--- src/rtl/huffman_decoder_pkg.sv ---
// huffman_decoder_pkg: shared state encoding, code table type and symbol field layout
package huffman_decoder_pkg;

  localparam int SYM_NUM = 6;
  localparam int CODE_W = 8;
  localparam int SYM_W = 3;
  localparam int SYM_LSB = 0;
  localparam int SYM_MSB = SYM_LSB + SYM_W - 1;

  typedef enum logic [1:0] {IDLE, DECODE, DONE} state_t;

  // Entry 0 holds symbol 1, entry 5 holds symbol 6.
  typedef struct packed {
    logic [SYM_NUM-1:0][CODE_W-1:0] hc;
    logic [SYM_NUM-1:0][CODE_W-1:0] m;
  } code_table_t;

  // Symbol lives in gray_data[SYM_MSB:SYM_LSB]; the Counter reads the same field.
  function automatic logic [CODE_W-1:0] sym_to_gray(input logic [SYM_W-1:0] s);
    logic [CODE_W-1:0] g;
    g = '0;
    g[SYM_MSB:SYM_LSB] = s;
    return g;
  endfunction

endpackage

--- src/rtl/huffman_match.sv ---
// huffman_match: six-way codeword comparator, lowest symbol index wins
module huffman_match
  import huffman_decoder_pkg::*;
(
  input  logic [CODE_W-1:0] sr_n,
  input  logic [3:0]        len_n,
  input  code_table_t       tbl,
  output logic              hit,
  output logic [SYM_W-1:0]  idx
);

  logic [CODE_W:0] full;

  assign full = (9'd1 << len_n) - 9'd1;

  // Scan from the highest index down so the lowest matching index is left standing.
  always_comb begin
    hit = 1'b0;
    idx = '0;
    for (int i = SYM_NUM - 1; i >= 0; i--)
      if (tbl.m[i] == full[CODE_W-1:0] && (sr_n & tbl.m[i]) == tbl.hc[i]) begin
        hit = 1'b1;
        idx = SYM_W'(i + 1);
      end
  end

endmodule

--- src/rtl/huffman_decoder.sv ---
// huffman_decoder: serial MSB-first Huffman bitstream to gray-level symbol stream
module huffman_decoder
  import huffman_decoder_pkg::*;
#(
  parameter int NUM_SYM = 100,
  parameter int CNT_W = 7
) (
  input  logic        clk,
  input  logic        reset,
  input  logic        code_valid,
  input  logic [7:0]  HC1,
  input  logic [7:0]  HC2,
  input  logic [7:0]  HC3,
  input  logic [7:0]  HC4,
  input  logic [7:0]  HC5,
  input  logic [7:0]  HC6,
  input  logic [7:0]  M1,
  input  logic [7:0]  M2,
  input  logic [7:0]  M3,
  input  logic [7:0]  M4,
  input  logic [7:0]  M5,
  input  logic [7:0]  M6,
  input  logic        bit_in,
  input  logic        bit_valid,
  output logic [7:0]  gray_data,
  output logic        gray_valid,
  output logic        err,
  output logic        done
);

  state_t state, state_n;
  code_table_t tbl;
  logic [CODE_W-1:0] sr, sr_n;
  logic [3:0] len, len_n;
  logic [CNT_W-1:0] count;
  logic hit, last, take;
  logic [SYM_W-1:0] idx;

  assign sr_n = {sr[CODE_W-2:0], bit_in};
  assign len_n = len + 4'd1;
  assign take = state == DECODE && bit_valid && !code_valid;
  assign last = ({1'b0, count} + 1'b1) == (CNT_W+1)'(NUM_SYM);

  huffman_match u_match (
    .sr_n  (sr_n),
    .len_n (len_n),
    .tbl   (tbl),
    .hit   (hit),
    .idx   (idx)
  );

  // State register.
  always_ff @(posedge clk or posedge reset)
    if (reset) state <= IDLE;
    else state <= state_n;

  // A table load always (re)enters DECODE; the final symbol moves to DONE.
  always_comb begin
    state_n = state;
    if (code_valid) state_n = DECODE;
    else if (take && hit && last) state_n = DONE;
  end

  // Table, shift register, symbol counter and registered output pulses.
  always_ff @(posedge clk or posedge reset)
    if (reset) begin
      tbl <= '0;
      sr <= '0;
      len <= '0;
      count <= '0;
      gray_data <= '0;
      gray_valid <= 1'b0;
      err <= 1'b0;
      done <= 1'b0;
    end else begin
      gray_valid <= 1'b0;
      err <= 1'b0;
      done <= state == DONE && gray_valid;
      if (code_valid) begin
        tbl.hc <= {HC6, HC5, HC4, HC3, HC2, HC1};
        tbl.m <= {M6, M5, M4, M3, M2, M1};
        sr <= '0;
        len <= '0;
        count <= '0;
      end else if (take) begin
        if (hit) begin
          gray_data <= sym_to_gray(idx);
          gray_valid <= 1'b1;
          sr <= '0;
          len <= '0;
          count <= count + 1'b1;
        end else if (len_n == 4'd8) begin
          err <= 1'b1;
          sr <= '0;
          len <= '0;
        end else begin
          sr <= sr_n;
          len <= len_n;
        end
      end
    end

endmodule

--- config.mk ---
export PLATFORM = sky130hd
export DESIGN_NAME = huffman_decoder
export DESIGN_NICKNAME = d
export VERILOG_FILES = /design/src/rtl/huffman_decoder_pkg.sv /design/src/rtl/huffman_match.sv /design/src/rtl/huffman_decoder.sv
export SDC_FILE = /design/constraint.sdc
export NUM_CORES = 1
export LEC_CHECK = 0
export ABC_AREA = 1
export ABC_CLOCK_PERIOD_IN_PS = 9500
export BUFFER_PORTS_ARGS = -buffer_cell sky130_fd_sc_hd__buf_2
export CAP_MARGIN = 10
export CORE_MARGIN = 2
export CORE_UTILIZATION = 62
export DETAILED_ROUTE_END_ITERATION = 6
export PLACE_DENSITY = 0.9
export RECOVER_POWER = 25
export SYNTH_ARGS = -nofsm -noshare
export SYNTH_HDL_FRONTEND = slang
export SYNTH_SLANG_ARGS = --single-unit
export TNS_END_PERCENT = 10
--- constraint.sdc ---
create_clock -name clk -period 9.5 [get_ports clk]
set_input_delay 1.425 -clock clk [delete_from_list [all_inputs] [get_ports clk]]
set_output_delay 1.425 -clock clk [all_outputs]
set_load 0.05 [all_outputs]
==> run metrics <==
status finished, violations left; violated checks capacitance limit, slew limit; final hold viol count 0; CP startpoint kind input port; Synth area leader dfrtp_1; commonest non-fill, non-tap cell in the layout nand2_1; Clk pin slew, worst setup/hold paths 0.06 ns; clk root buf clkbuf_16; # rows 39; Final Critical Period 4.33 ns; Ant. Diodes 0; initial antenna violation count 0; number of global-route vias before repair 6961; WL/cell 16.3 µm; cell area after synthesis 0.00730 mm²; routed wire length 21.2 mm; top achievable clock speed 231 MHz; Syn Inst Count 1051; LEAKAGE 0.00444 µW; Clock Skews 0.00849 ns; Num CTS Buffers 17; PortBufs 106; Vias/cell 5.70; CTS tree yes; Worst slew margin -70.7%; Buffers & Inverters on Critical Path 2; worst r2r dst count[5]$_DFFE_PP0P_; wire length on met1 8.44 mm; starting density of the core 63.7%; H-tree Lvls 4; post-layout instance area 0.00848 mm²; Die ar. 0.0127 mm²; die height 113 µm; routed wl met3 2.31 mm; Pre-antenna DRT Iters 6; Seq/Total Area, Yosys 41.8%; Max Root-Sink Buffers 2; Post-DRT Antenna Nets 0; Critical Path Start code_valid; post-synthesis register bit count 122; arrival time worst endpoint 4.63 ns; R2R Setup Slk 5.55 ns; main flop type after synthesis dfrtp_1; VDD IR-drop max 0.000196 V; worst skew pair latency 0.43 ns; Core Box Area 0.0115 mm²; CP max FO 116; Slew Limit Fails 120; CP peak stage delay 1.41 ns; most frequent cells in the layout nand2_1, dfrtp_1, nand3_1, inv_1, buf_2; max layer used met4; GPL Wtd Cong 1.01; GRT Util Overall 34.7%; final net count 1253; setup TNS 0 ns; worst endpoint required time 9.80 ns; Post-DP Area 0.00788 mm²; CTS sink count 122; endpoint of the worst setup timing path sr[2]$_DFFE_PP0P_; FILL cells 907; Hold Crit Start state[0]$_DFFE_PP0P_; post-route clock period utilization 45.6%; # DRC 0; pwr/cell area 183 mW/mm²; Post-synth ARST share 100%; post-CTS setup buffer count 0; Die Wd 113 µm; largest cells by area after synthesis dfrtp_1, nand2_1, nand3_1; via count 7413; violation count after the first detailed-routing iteration 928; Levels on crit path 5; crit-path cells clkbuf_1, buf_4, nor2_1, nand3_2, o21ai_0; CTS Hold Buffers Added 0; worst min-delay path category reg2reg; Ports 112; Worst setup EP type flop; critical setup path kind in2reg; distinct cell type count after synthesis 32; Setup violations, final 0; grt total ovfl 0; synthesized area per cell 6.95 µm²; worst setup margin 5.17 ns; Placement Setup Slack 5.74 ns; Layout Area Growth over Synthesis 16.2%; post-CTS sizing 0; slowest CP cell clkbuf_1; Synth top area share 41.8%; r2r startpoint len[0]$_DFFE_PP0P_; synth warn 0; largest net degree at the start of global routing 117; RSZ-0062 raised after global routing no; Post-synth EDFFs 0; R2R cell count 21; HPWL Detailed 14.8 mm; placed cells 1268; Layout Cells excl Fill 1300; share of cells above drive strength 1 15.6%; max capacitance violation total 2; Worst-Margin Slew 2.55 ns; global-route wire length before repair 33.9 mm; delay-heaviest family, CP buffers and inverters; met2 wire len 9.45 mm
worst min-delay path by stage:
stage                           endpoint  cells after the start
final                     done$_DFF_PP0_                      1
after global routing      done$_DFF_PP0_                      1
after CTS                 done$_DFF_PP0_                      1
after detailed placement  done$_DFF_PP0_                      1
after global placement    done$_DFF_PP0_                      1
after floorplan           done$_DFF_PP0_                      1
final cells by class:
type,instances,area [µm²],share of cell area [%]
clock inverter,12,146,1.73
multi-input combinational,786,3680,43.4
sequential,122,3050,36.0
inverter,108,407,4.79
tap,143,179,2.11
clock buffer,20,467,5.50
timing repair buffer,109,552,6.50
routing by layer:
layer	vias to the layer above	track usage, %
met5	-	0
met1	3354	45.8
met3	93	8.26
li1	3514	-
met4	0	18.0
met2	452	53.7
sequential cells by signal (all words and copies together), names as in the netlist:
signal	count
count	7
err	1
done	1
state	2
gray_data	3
len	4
sr	7
tbl	96
gray_valid	1
where the power goes:
| group | leakage (µW) | internal, µW | switching, µW |
|---|---|---|---|
| logic | 0.00262 | 88.7 | 192 |
| clock network | 0.000298 | 430 | 243 |
| registers | 0.00152 | 558 | 36.2 |
cell usage after synthesis, drive strengths merged, types with 2 or more instances:
master / n
xor2: 25
and3: 2
a21oi: 10
nor3: 4
clkbuf: 25
dfrtp: 122
o21ai: 95
nor4: 5
buf: 14
ha: 8
inv: 108
o22ai: 7
nand2: 409
nand3: 114
nor2: 81
nand4: 14
nand3b: 4
cells by family (layout without fill, tap and decap cells):
family                   Yosys count  count (layout)  synth area share (%)
AND/OR/NAND/NOR                  634             634                  37.7
AO/OA/AOI/OAI                    114             114                  8.11
buffers and inverters            147             249                  7.98
other                              1               5                0.0514
XOR/XNOR                          25              25                  3.00
adder cells (fa/ha/maj)            8               8                  1.37
flip-flops                       122             122                  41.8
per-stage QoR:
step	hold WS, ns	power, µW	util, %
after floorplan	0.422	784	-
after CTS	0.453	1540	74.0
final	0.453	1550	74.0
after global placement	0.443	864	68.7
after detailed placement	0.448	870	68.7
after global routing	0.481	1610	74.0
Note: power is estimated with default switching activity, not from simulation.
